==> config.mk <==
export PLATFORM = sky130hd
export DESIGN_NAME = l1_mem_arb
export DESIGN_NICKNAME = d
export VERILOG_FILES = /design/src/rtl/l1_mem_arb.sv
export SDC_FILE = /design/constraint.sdc
export NUM_CORES = 1
export LEC_CHECK = 0
export ABC_AREA = 0
export BUFFER_PORTS_ARGS = -buffer_cell sky130_fd_sc_hd__buf_4
export CORE_AREA = 3 3 106 108
export DETAILED_ROUTE_END_ITERATION = 10
export DIE_AREA = 0 0 109 111
export GPL_ROUTABILITY_DRIVEN = 0
export PLACE_DENSITY = 0.78
export SLEW_MARGIN = 20
export SYNTH_ARGS = -nofsm -noshare
export SYNTH_HDL_FRONTEND = slang
export SYNTH_SLANG_ARGS = --single-unit
==> constraint.sdc <==
create_clock -name clk -period 5.5 [get_ports clk]
set_input_delay 1.65 -clock clk [delete_from_list [all_inputs] [get_ports clk]]
set_output_delay 1.65 -clock clk [all_outputs]
set_load 0.1 [all_outputs]
==> src/rtl/l1_mem_arb.sv <==
// rtl/l1_mem_arb.sv - Two-port (L1I/L1D) arbiter onto a single memory request/response port
//
// One transaction outstanding at a time: IDLE grants a requester, REQ presents the
// latched request until memory accepts it, RESP waits for the memory response and
// routes it to the owner. Collisions are resolved round-robin (D first after reset).
//
// Ports:
//   clk, rst                      clock, synchronous active-high reset
//   i_req_val/addr, i_req_ack     L1I refill request and its 1-cycle accept pulse
//   i_ack_val/data                L1I response
//   d_req_val/addr/cop/wdata/be   L1D request (cop 0 = read, 1 = write)
//   d_req_ack                     L1D accept pulse
//   d_ack_val/data                L1D response (read data or write done)
//   mem_req_*                     latched request towards memory, mem_req_ack accepts it
//   mem_ack_val/data              memory response
//   arb_timeout                   sticky response-watchdog flag
//
// Optional feature: define L1_ARB_TIMEOUT_EN to enable the RESP watchdog, which answers
// the owner with data 0 after TIMEOUT_CYCLES cycles in RESP and sets arb_timeout.

module l1_mem_arb #(
    parameter int ADDR_WIDTH     = 32,
    parameter int DATA_WIDTH     = 32,
    parameter int TIMEOUT_CYCLES = 255
) (
    input  logic                    clk,
    input  logic                    rst,
    input  logic                    i_req_val,
    input  logic [ADDR_WIDTH-1:0]   i_req_addr,
    output logic                    i_req_ack,
    output logic                    i_ack_val,
    output logic [DATA_WIDTH-1:0]   i_ack_data,
    input  logic                    d_req_val,
    input  logic [ADDR_WIDTH-1:0]   d_req_addr,
    input  logic                    d_req_cop,
    input  logic [DATA_WIDTH-1:0]   d_req_wdata,
    input  logic [DATA_WIDTH/8-1:0] d_req_be,
    output logic                    d_req_ack,
    output logic                    d_ack_val,
    output logic [DATA_WIDTH-1:0]   d_ack_data,
    output logic                    mem_req_val,
    input  logic                    mem_req_ack,
    output logic [ADDR_WIDTH-1:0]   mem_req_addr,
    output logic                    mem_req_cop,
    output logic [DATA_WIDTH-1:0]   mem_req_wdata,
    output logic [DATA_WIDTH/8-1:0] mem_req_be,
    input  logic                    mem_ack_val,
    input  logic [DATA_WIDTH-1:0]   mem_ack_data,
    output logic                    arb_timeout
);

    localparam int BE_WIDTH = DATA_WIDTH / 8;

    typedef enum logic [1:0] {
        S_IDLE = 2'd0,
        S_REQ  = 2'd1,
        S_RESP = 2'd2
    } state_t;

    state_t                  state;
    state_t                  state_nxt;
    logic                    owner_d;   // 1: current transaction belongs to L1D
    logic                    last_d;    // 1: L1D was served last, so L1I wins a collision
    logic                    grant_i;
    logic                    grant_d;
    logic                    timeout_hit;
    logic                    resp_done;
    logic [ADDR_WIDTH-1:0]   lat_addr;
    logic                    lat_cop;
    logic [DATA_WIDTH-1:0]   lat_wdata;
    logic [BE_WIDTH-1:0]     lat_be;

    // A response completes on a real memory ack or on a watchdog expiry.
    assign resp_done = (state == S_RESP) && (mem_ack_val || timeout_hit);

    // State register plus the request latch and round-robin pointer.
    always_ff @(posedge clk) begin
        if (rst) begin
            state     <= S_IDLE;
            owner_d   <= 1'b0;
            last_d    <= 1'b0;
            lat_addr  <= '0;
            lat_cop   <= 1'b0;
            lat_wdata <= '0;
            lat_be    <= '0;
        end else begin
            state <= state_nxt;
            if (grant_d) begin
                owner_d   <= 1'b1;
                lat_addr  <= d_req_addr;
                lat_cop   <= d_req_cop;
                lat_wdata <= d_req_wdata;
                lat_be    <= d_req_be;
            end else if (grant_i) begin
                // Instruction refills are always full-width reads.
                owner_d   <= 1'b0;
                lat_addr  <= i_req_addr;
                lat_cop   <= 1'b0;
                lat_wdata <= '0;
                lat_be    <= '1;
            end
            if (resp_done) begin
                last_d <= owner_d;
            end
        end
    end

    // Next-state and grant selection.
    always_comb begin
        state_nxt = state;
        grant_i   = 1'b0;
        grant_d   = 1'b0;
        case (state)
            S_IDLE: begin
                if (d_req_val && (!i_req_val || !last_d)) begin
                    grant_d = 1'b1;
                end else if (i_req_val) begin
                    grant_i = 1'b1;
                end
                if (grant_i || grant_d) begin
                    state_nxt = S_REQ;
                end
            end
            S_REQ: begin
                if (mem_req_ack) begin
                    state_nxt = S_RESP;
                end
            end
            S_RESP: begin
                if (resp_done) begin
                    state_nxt = S_IDLE;
                end
            end
            default: state_nxt = S_IDLE;
        endcase
    end

    // Outputs. Everything handshake-related is held low while rst is high so a
    // reset cycle can never leak an accept or a response.
    always_comb begin
        i_req_ack   = grant_i && !rst;
        d_req_ack   = grant_d && !rst;
        mem_req_val = (state == S_REQ) && !rst;
        i_ack_val   = resp_done && !owner_d && !rst;
        d_ack_val   = resp_done && owner_d && !rst;
        // On a watchdog expiry mem_ack_val is low, so the owner sees data 0.
        i_ack_data  = (i_ack_val && mem_ack_val) ? mem_ack_data : '0;
        d_ack_data  = (d_ack_val && mem_ack_val) ? mem_ack_data : '0;
    end

    assign mem_req_addr  = lat_addr;
    assign mem_req_cop   = lat_cop;
    assign mem_req_wdata = lat_wdata;
    assign mem_req_be    = lat_be;

`ifdef L1_ARB_TIMEOUT_EN
    localparam int CNT_WIDTH = $clog2(TIMEOUT_CYCLES + 1);
    localparam logic [CNT_WIDTH-1:0] CNT_LAST = CNT_WIDTH'(TIMEOUT_CYCLES - 1);

    logic [CNT_WIDTH-1:0] wd_cnt;   // RESP cycles already elapsed
    logic                 wd_flag;

    // Fires during the TIMEOUT_CYCLES-th cycle spent in RESP.
    assign timeout_hit = (state == S_RESP) && !mem_ack_val && (wd_cnt == CNT_LAST);

    always_ff @(posedge clk) begin
        if (rst) begin
            wd_cnt  <= '0;
            wd_flag <= 1'b0;
        end else begin
            // Held at zero outside RESP, so it is clear on every RESP entry.
            if (state != S_RESP) begin
                wd_cnt <= '0;
            end else begin
                wd_cnt <= wd_cnt + 1'b1;
            end
            if (timeout_hit) begin
                wd_flag <= 1'b1;
            end
        end
    end

    assign arb_timeout = wd_flag;
`else
    assign timeout_hit = 1'b0;
    assign arb_timeout = 1'b0;
`endif

endmodule

==> metrics, run 1 <==
status=completed; post-synthesis sequential area ratio=0.426; io pins=278; Overflow after GRT=0; Pwr Density=308 mW/mm²; DR iter-0 viols=215; Die Y-Extent=111 µm; Final min period=4920 ps; Worst-path clk slew=70 ps; Hold Crit Class=flip-flop to flip-flop; Synth top area share=0.426; Hold Slack=479 ps; syn_area_per_cell=9.40 µm²; DIE AREA=0.0121 mm²; RSZ-0062 raised after global routing=no; CTS tree=done; sequential share of power=0.341; max cap viols=0; final setup fails=0; drt wl/cell=16.2 µm; Post-Syn Area=0.00343 mm²; setup slack at placement=585 ps; post-cts repair resize count=0; count leader, synth=dfxtp_1; htree depth=3; via count=3,774; clk_skew=5.46 ps; Final ANT Viol Nets=0; leakage=2.81 nW; cell area after layout=0.00578 mm²; Post-synth ARST share=0; deepest clock path buffer count=2; post-DP HPWL=9.70 mm; synth top area cells=dfxtp_1 43%, a311oi_2 13%, and2_1 12%; #FFs+latches synth=73; clock share of power=0.273; Crit. End Element=output pin; first-pass GRT wire length=18.7 mm; final core occ=0.560; Synth area leader=dfxtp_1; fin crit share=0.895; # port buffers=276; leading cell types by count after synthesis=73 x dfxtp_1, 66 x nand2_1, 64 x and2_1; combinational power share=0.385; Core Footprint=0.0103 mm²; Post-Synthesis Cells=365; final hold vios=0; Setup CP Type=primary input to output pin; Die X=109 µm; clk_lat worst skew=340 ps; Net Sw Frac=0.412; arrival time worst endpoint=3270 ps; WL final=12.4 mm; fin nets=760; worst-path fanout max=33; Critical Path RT=3850 ps; num rows=37; TritonCTS Sinks=73; Internal Pwr Total=1.05 mW; vias in the first global route=3,692; Post-synth EDFFs=0; highest clock rate=203 MHz; CTS buffer count=9; GRT Resource Usage Total=0.194; Vias per Instance=4.95; starting density of the core=0.332; Synth Flop Type=dfxtp_1; Post-CTS Hold Fix Bufs=0; P&R area growth vs syn=68.4%; final slew viol count=0; Post-CTS Setup Repair Bufs=0; Slew @ Worst Pin=1040 ps; initial antenna violation count=1; Ys Warns=0; slew margin rel.=0.305; NetSw=733 µW; CTS root buf=clkbuf_8; Netlist cell types=30; Startpoint Class=primary input; worst vdd ir=0.151 mV; Pre-antenna DRT Iters=4; Placed Area=0.00554 mm²; largest net degree at the start of global routing=39; setup ws final=577 ps; share of post-route cells with drive strength above 1=0.535; Setup TNS=0 ps; drc violations=0; Mapped Nets=504
==> power by group through the flow <==
stage | Clock, mW | Combinational, mW | Sequential (mW)
CTS | 0.499 | 0.689 | 0.607
global route | 0.514 | 0.715 | 0.613
detailed placement | 0 | 0.689 | 0.618
finish | 0.486 | 0.686 | 0.607
global placement | 0 | 0.682 | 0.616
floorplan | 0 | 0.177 | 0.944
==> through the flow <==
stage | total power [mW] | cells
finish | 1.78 | 763
global route | 1.84 | 763
CTS | 1.80 | 762
detailed placement | 1.31 | 746
global placement | 1.30 | 746
floorplan | 1.12 | 365
==> critical path: stages <==
cell     delay (ps)
buf_4           110
nor3b_1         220
and3b_1         730
and2_1          260
buf_4           300
==> placed cells by master (no fill, tap or decap), drive strengths merged <==
| cell | netlist | final |
|---|---|---|
| buf | 18 | 281 |
| dfxtp | 73 | 73 |
| nand2 | 66 | 66 |
| and2 | 65 | 65 |
| a21oi | 34 | 34 |
| a22o | 33 | 33 |
| a311oi | 32 | 32 |
| clkbuf | 18 | 11 |
| nor2 | 5 | 5 |
| o221a | 4 | 4 |
| inv | 2 | 3 |
| and3 | 2 | 2 |
| and3b | 2 | 2 |
| bufinv | 0 | 2 |
| clkinv | 0 | 2 |
| nor3b | 2 | 2 |
| diode | 0 | 1 |
| o2111a | 1 | 1 |
| a21boi | 1 | 1 |
| or2 | 1 | 1 |
| a2111oi | 1 | 1 |
| a21bo | 1 | 1 |
| a31o | 1 | 1 |
| nand3b | 1 | 1 |
| mux2i | 1 | 1 |
| conb | 1 | 1 |
==> routing by layer <==
layer,routed length (µm),vias up,share of wire,global-route usage
li1,-,1809,-,-
met1,4330,1734,0.35,0.198
met2,6450,202,0.52,0.354
met3,1140,29,0.092,0.0524
met4,437,0,0.035,0.0976
met5,0,-,0,0
==> final cells by class <==
cell class | count | area (µm²)
Timing Repair Buffer | 281 | 2110
Tap cell | 136 | 170
Clock buffer | 11 | 151
Clock inverter | 5 | 86.3
Multi-Input combinational cell | 254 | 1790
Inverter | 2 | 7.51
Fill cell | 905 | 4550
Antenna cell | 1 | 2.50
Sequential cell | 73 | 1460
==> kinds of logic (layout without fill, tap and decap cells) <==
kind of cell / after synthesis / after routing / synth area share
compound gates: 108 / 108 / 0.299
flops: 73 / 73 / 0.426
mux: 1 / 1 / 0.00292
simple gates: 144 / 144 / 0.214
other cells: 1 / 2 / 0.00109
buf+inv: 38 / 299 / 0.0572
==> worst paths after layout <==
path,start,to,slack [ps],depth (start not counted)
worst min-delay path,mem_req_wdata[28],mem_req_wdata[28],480,1
worst max-delay path,rst,i_ack_data[24],580,5
worst max register to register,state[1],mem_req_addr[26],3230,3
worst min register to register,mem_req_wdata[28],mem_req_wdata[28],480,1
==> registers in the layout, indices dropped and copies added (netlist names) <==
signal	cells
mem_req_wdata	32
mem_req_addr	32
mem_req_be	4
owner_d	1
state	2
last_d	1
mem_req_cop	1
(Power assumes the default switching activity.)
==> run 2: changes to the inputs <==
Settings changed: REMOVE_ABC_BUFFERS set to 1.
==> run 2 against run 1 <==
Sequential power about the same. Largest power group unchanged. Via count decreased by 1.6%. Die area unchanged. Combinational power barely moved. Power shrank 6.1%. Wire length increased by 2.8%. Fmax rose by 0.47%. Clock skew up 3.4 ps. Core utilization down 0.65 points. Register-to-register slack worse by 120 ps. Clock power is 22% lower. Largest cell class unchanged.
==> metrics, run 2 (synthesis gave the netlist of run 1 again) <==
ANT cells=0 (-1); Largest delay share family, worst path=simple AND/OR/NAND/NOR gates; setup slack at placement=630 ps (+44.9 ps); slowest stage delay, CP=730 ps (about the same); starting density of the core=0.332 (unchanged); fin crit share=0.891 (-0.00416); final slew viol count=0 (unchanged); CTS root buf=clkbuf_8; vias in the first global route=3,604 (-2.4%); Pwr Density=293 mW/mm² (-5.0%); Overflow after GRT=0 (unchanged); largest net degree at the start of global routing=39 (unchanged); Final min period=4900 ps (-22.9 ps); Vias per Instance=4.86 (-1.7%); most frequent cells in the layout=283 x buf_4, 73 x dfxtp_1, 66 x nand2_1; commonest non-fill, non-tap cell in the layout=buf_4; cell area after layout=0.00571 mm² (-1.2%); clk_skew=8.86 ps (+3.40 ps); # placed instances=748 (+0.27%); Non-Filler Instances=764 (+0.13%); Post-CTS Setup Repair Bufs=0 (unchanged); Critical Path RT=3850 ps (about the same); clk_lat worst skew=350 ps (about the same); Startpoint Class=primary input; Die Y-Extent=111 µm (unchanged); Placed Area=0.00554 mm² (about the same); crit path max-delay cell type=and3b_1; P&R area growth vs syn=66.4%; r2r startpoint=state[1]; Hold Slack=480 ps (+0.824 ps); drc violations=0 (unchanged); setup ws final=599 ps (+22.9 ps); num rows=37 (unchanged); Worst Setup SP=rst; htree depth=3 (unchanged); first-pass GRT wire length=18.9 mm (+1.1%); io pins=278 (unchanged); leakage=2.78 nW (-1.1%); final core occ=0.553 (-0.00655); Pre-antenna DRT Iters=4 (unchanged); Slew @ Worst Pin=833 ps (-209 ps); final hold vios=0 (unchanged); post-cts repair resize count=0 (unchanged); highest clock rate=204 MHz (+0.47%); final setup fails=0 (unchanged); max cap viols=0 (unchanged); CP bufs+invs=2 (unchanged); CTS buffer count=9 (unchanged); # port buffers=276 (unchanged); worst-path fanout max=33 (unchanged); deepest clock path buffer count=2 (unchanged); worst vdd ir=0.217 mV (+44%); total power=1.67 mW (-6.1%); fin nets=762 (+0.26%); post-DP HPWL=9.90 mm (+2.1%); Hold Crit Class=flip-flop to flip-flop; Worst path most repeated cell=buf_4; slew margin rel.=0.444 (+0.139); Worst-path clk slew=80 ps (about the same); status=completed; Core Footprint=0.0103 mm² (unchanged); CTS tree=done; via count=3,713 (-1.6%); initial antenna violation count=0 (-1); drt wl/cell=16.6 µm (+2.7%); RSZ-0062 raised after global routing=no; Die X=109 µm (unchanged); GRT Resource Usage Total=0.199 (+0.00524); Cell Chain, Critical Path=buf_4 -> nor3b_1 -> and3b_1 -> and2_1 -> buf_4; arrival time worst endpoint=3250 ps (-20 ps); Post-CTS Hold Fix Bufs=0 (unchanged); WL final=12.7 mm (+2.8%); Crit. End Element=output pin; DIE AREA=0.0121 mm² (unchanged); share of post-route cells with drive strength above 1=0.533 (-0.00170); DR iter-0 viols=210 (-2.3%); Final ANT Viol Nets=0 (unchanged); Setup CP Type=primary input to output pin; Setup TNS=0 ps (unchanged); hold path startpoint=mem_req_wdata[22]; TritonCTS Sinks=73 (unchanged)
run 2: final timing paths:
path	slack, ps	cells after the start	endpoint
max	600	5	i_ack_data[24]
min	480	1	mem_req_wdata[22]
max reg2reg	3110	4	mem_req_addr[3]
min reg2reg	480	1	mem_req_wdata[22]
run 2: per-layer routing:
layer | GRT usage | part of all wire | vias to the layer above
met3 | 0.0524 | 0.087 | 27
met2 | 0.360 | 0.51 | 178
li1 | - | - | 1810
met5 | 0 | 0 | -
met4 | 0.0875 | 0.034 | 0
met1 | 0.213 | 0.37 | 1698
run 2: power breakdown:
part	internal (mW)	total [mW]	switching (mW)
Sequential	0.577	0.607	0.0298
Clock	0.165	0.378	0.213
Combinational	0.187	0.686	0.500
run 2: cell type report:
cell class	instances	area, µm²
clock buffer	10	128
clock inverter	6	42.5
fill	893	4610
inverter	2	7.51
multi-input combinational	254	1780
sequential	73	1460
tap	136	170
timing repair buffer	283	2120
run 2: worst register-to-register path, cell delays in order (launching register included):
cell	delay (ps)
dfxtp_1	390
nor2_2	680
buf_4	390
and2_4	570
a311oi_2	200
==> run 3: changes to the inputs <==
Settings changed: RECOVER_POWER set to 50.
==> run 3 against run 2 <==
The run now ends with capacitance limit, slew limit left. Setup slack gained 14 ps. Critical path depth is the same. Sequential power hardly changed. Cell count unchanged. Clock power about the same. First-iteration DRC count grew 8.6%. Sequential share of layout area rose by 1.3 points. Largest power group unchanged.
==> metrics, run 3 (synthesis gave the netlist of run 1 again) <==
Worst Setup SP=rst; CP bufs+invs=2 (unchanged); slew margin rel.=-0.809 (-1.25); Final min period=4890 ps (-14.1 ps); Setup CP Type=primary input to output pin; combinational power share=0.396 (-0.015); final setup fails=0 (unchanged); Core Footprint=0.0103 mm² (unchanged); WL final=12.6 mm (-0.69%); starting density of the core=0.332 (unchanged); Overflow after GRT=0 (unchanged); crit path max-delay cell type=and3b_1; Hold Slack=478 ps (-1.96 ps); num rows=37 (unchanged); clock share of power=0.233 (+0.007); post-DP HPWL=9.90 mm (unchanged); fin nets=762 (unchanged); DR iter-0 viols=228 (+8.6%); Critical Path RT=3850 ps (about the same); hold path startpoint=mem_req_wdata[22]; first-pass GRT wire length=18.9 mm (unchanged); commonest non-fill, non-tap cell in the layout=buf_4; final slew viol count=37 (+37); ANT cells=0 (unchanged); Final ANT Viol Nets=0 (unchanged); worst-path fanout max=33 (unchanged); TritonCTS Sinks=73 (unchanged); status=finished with violations; Post-CTS Hold Fix Bufs=0 (unchanged); largest net degree at the start of global routing=39 (unchanged); Die X=109 µm (unchanged); final core occ=0.526 (-0.0267); GRT Resource Usage Total=0.199 (unchanged); post-cts repair resize count=0 (unchanged); drc violations=0 (unchanged); arrival time worst endpoint=3240 ps (about the same); Setup TNS=0 ps (unchanged); Hold Crit Class=flip-flop to flip-flop; Pwr Density=300 mW/mm² (+2.4%); Largest delay share family, worst path=simple AND/OR/NAND/NOR gates; share of post-route cells with drive strength above 1=0.417 (-0.116); most frequent cells in the layout=212 x buf_4, 73 x dfxtp_1, 72 x clkbuf_1; slowest stage delay, CP=730 ps (about the same); final hold vios=0 (unchanged); initial antenna violation count=1 (+1); Startpoint Class=primary input; Worst-path clk slew=80 ps (about the same); sequential share of power=0.372 (+0.009); max cap viols=1 (+1); highest clock rate=205 MHz (+0.29%); total power=1.63 mW (-2.5%); P&R area growth vs syn=58.4%; fin crit share=0.888 (-0.00256); NetSw=741 µW (-0.22%); Internal Pwr Total=888 µW (-4.3%); Die Y-Extent=111 µm (unchanged); CTS root buf=clkbuf_8; Post-CTS Setup Repair Bufs=0 (unchanged); via count=3,736 (+0.62%); Pre-antenna DRT Iters=4 (unchanged); DIE AREA=0.0121 mm² (unchanged); # port buffers=276 (unchanged); deepest clock path buffer count=2 (unchanged); Net Sw Frac=0.455 (+0.0104); drt wl/cell=16.5 µm (-0.69%); Slew @ Worst Pin=2710 ps (+1880 ps); CTS buffer count=9 (unchanged); RSZ-0062 raised after global routing=no; Crit. End Element=output pin; io pins=278 (unchanged); failing checks=capacitance limit, slew limit; r2r startpoint=state[1]; worst vdd ir=0.209 mV (-3.9%); htree depth=3 (unchanged); leakage=2.49 nW (-11%); CTS tree=done; vias in the first global route=3,604 (unchanged); clk_lat worst skew=350 ps (about the same); Vias per Instance=4.89 (+0.62%); Cell Chain, Critical Path=clkbuf_1 -> nor3b_1 -> and3b_1 -> and2_1 -> buf_4; clk_skew=9.37 ps (+0.515 ps)
## run 3: cell types whose count changed in the layout (fill, tap and decap cells not counted)
cell | before | now
or2_0 | 0 | 1
clkbuf_1 | 1 | 72
or2_1 | 1 | 0
buf_4 | 283 | 212
and2_0 | 0 | 1
and2_4 | 1 | 0
a311oi_2 | 30 | 29
a311oi_1 | 2 | 3
## run 3: path summary, 6_finish.rpt
path                             to  slack (ps)  depth (start not counted)
setup reg to reg   mem_req_addr[20]        1470                          4
setup / recovery     i_ack_data[24]         610                          5
hold / removal    mem_req_wdata[22]         480                          1
hold reg to reg   mem_req_wdata[22]         480                          1
## run 3: area by class of cell
cell class	instances	area, µm²
clock buffer	10	128
clock inverter	6	42.5
fill	961	4890
inverter	2	7.51
tap	136	170
timing repair buffer	283	1860
multi-input combinational	254	1770
sequential	73	1460
## run 3: worst register-to-register path, delay by kind of cell (launching register included)
kind / cells / cell delay (ps)
buffers and inverters: 1 / 390
flip-flops: 1 / 390
AO/OA/AOI/OAI: 1 / 310
AND/OR/NAND/NOR: 2 / 2700
## run 3: layer usage
layer	part of all wire	GRT usage	up-vias	wire length [µm]
met5	0.0010	0	-	13
met4	0.035	0.0875	2	444
met3	0.088	0.0524	29	1110
met2	0.51	0.360	185	6480
met1	0.36	0.213	1709	4560
li1	-	-	1811	-
## run 3: power by group through the flow
stage,clock (mW),combinational [mW],sequential (mW)
2_1_floorplan,0,0.155,0.944
6_report,0.379,0.645,0.605
5_1_grt,0.408,0.672,0.612
4_1_cts,0.387,0.691,0.606
3_3_place_gp,0,0.683,0.617
3_5_place_dp,0,0.690,0.617
## run 3: stage by stage
step	cells	area [µm²]	setup WS (ps)
detailed placement	748	5540	630
global route	764	5440	344
finish	764	5440	614
floorplan	329	3240	-18.8
global placement	748	5540	741
CTS	764	5710	622
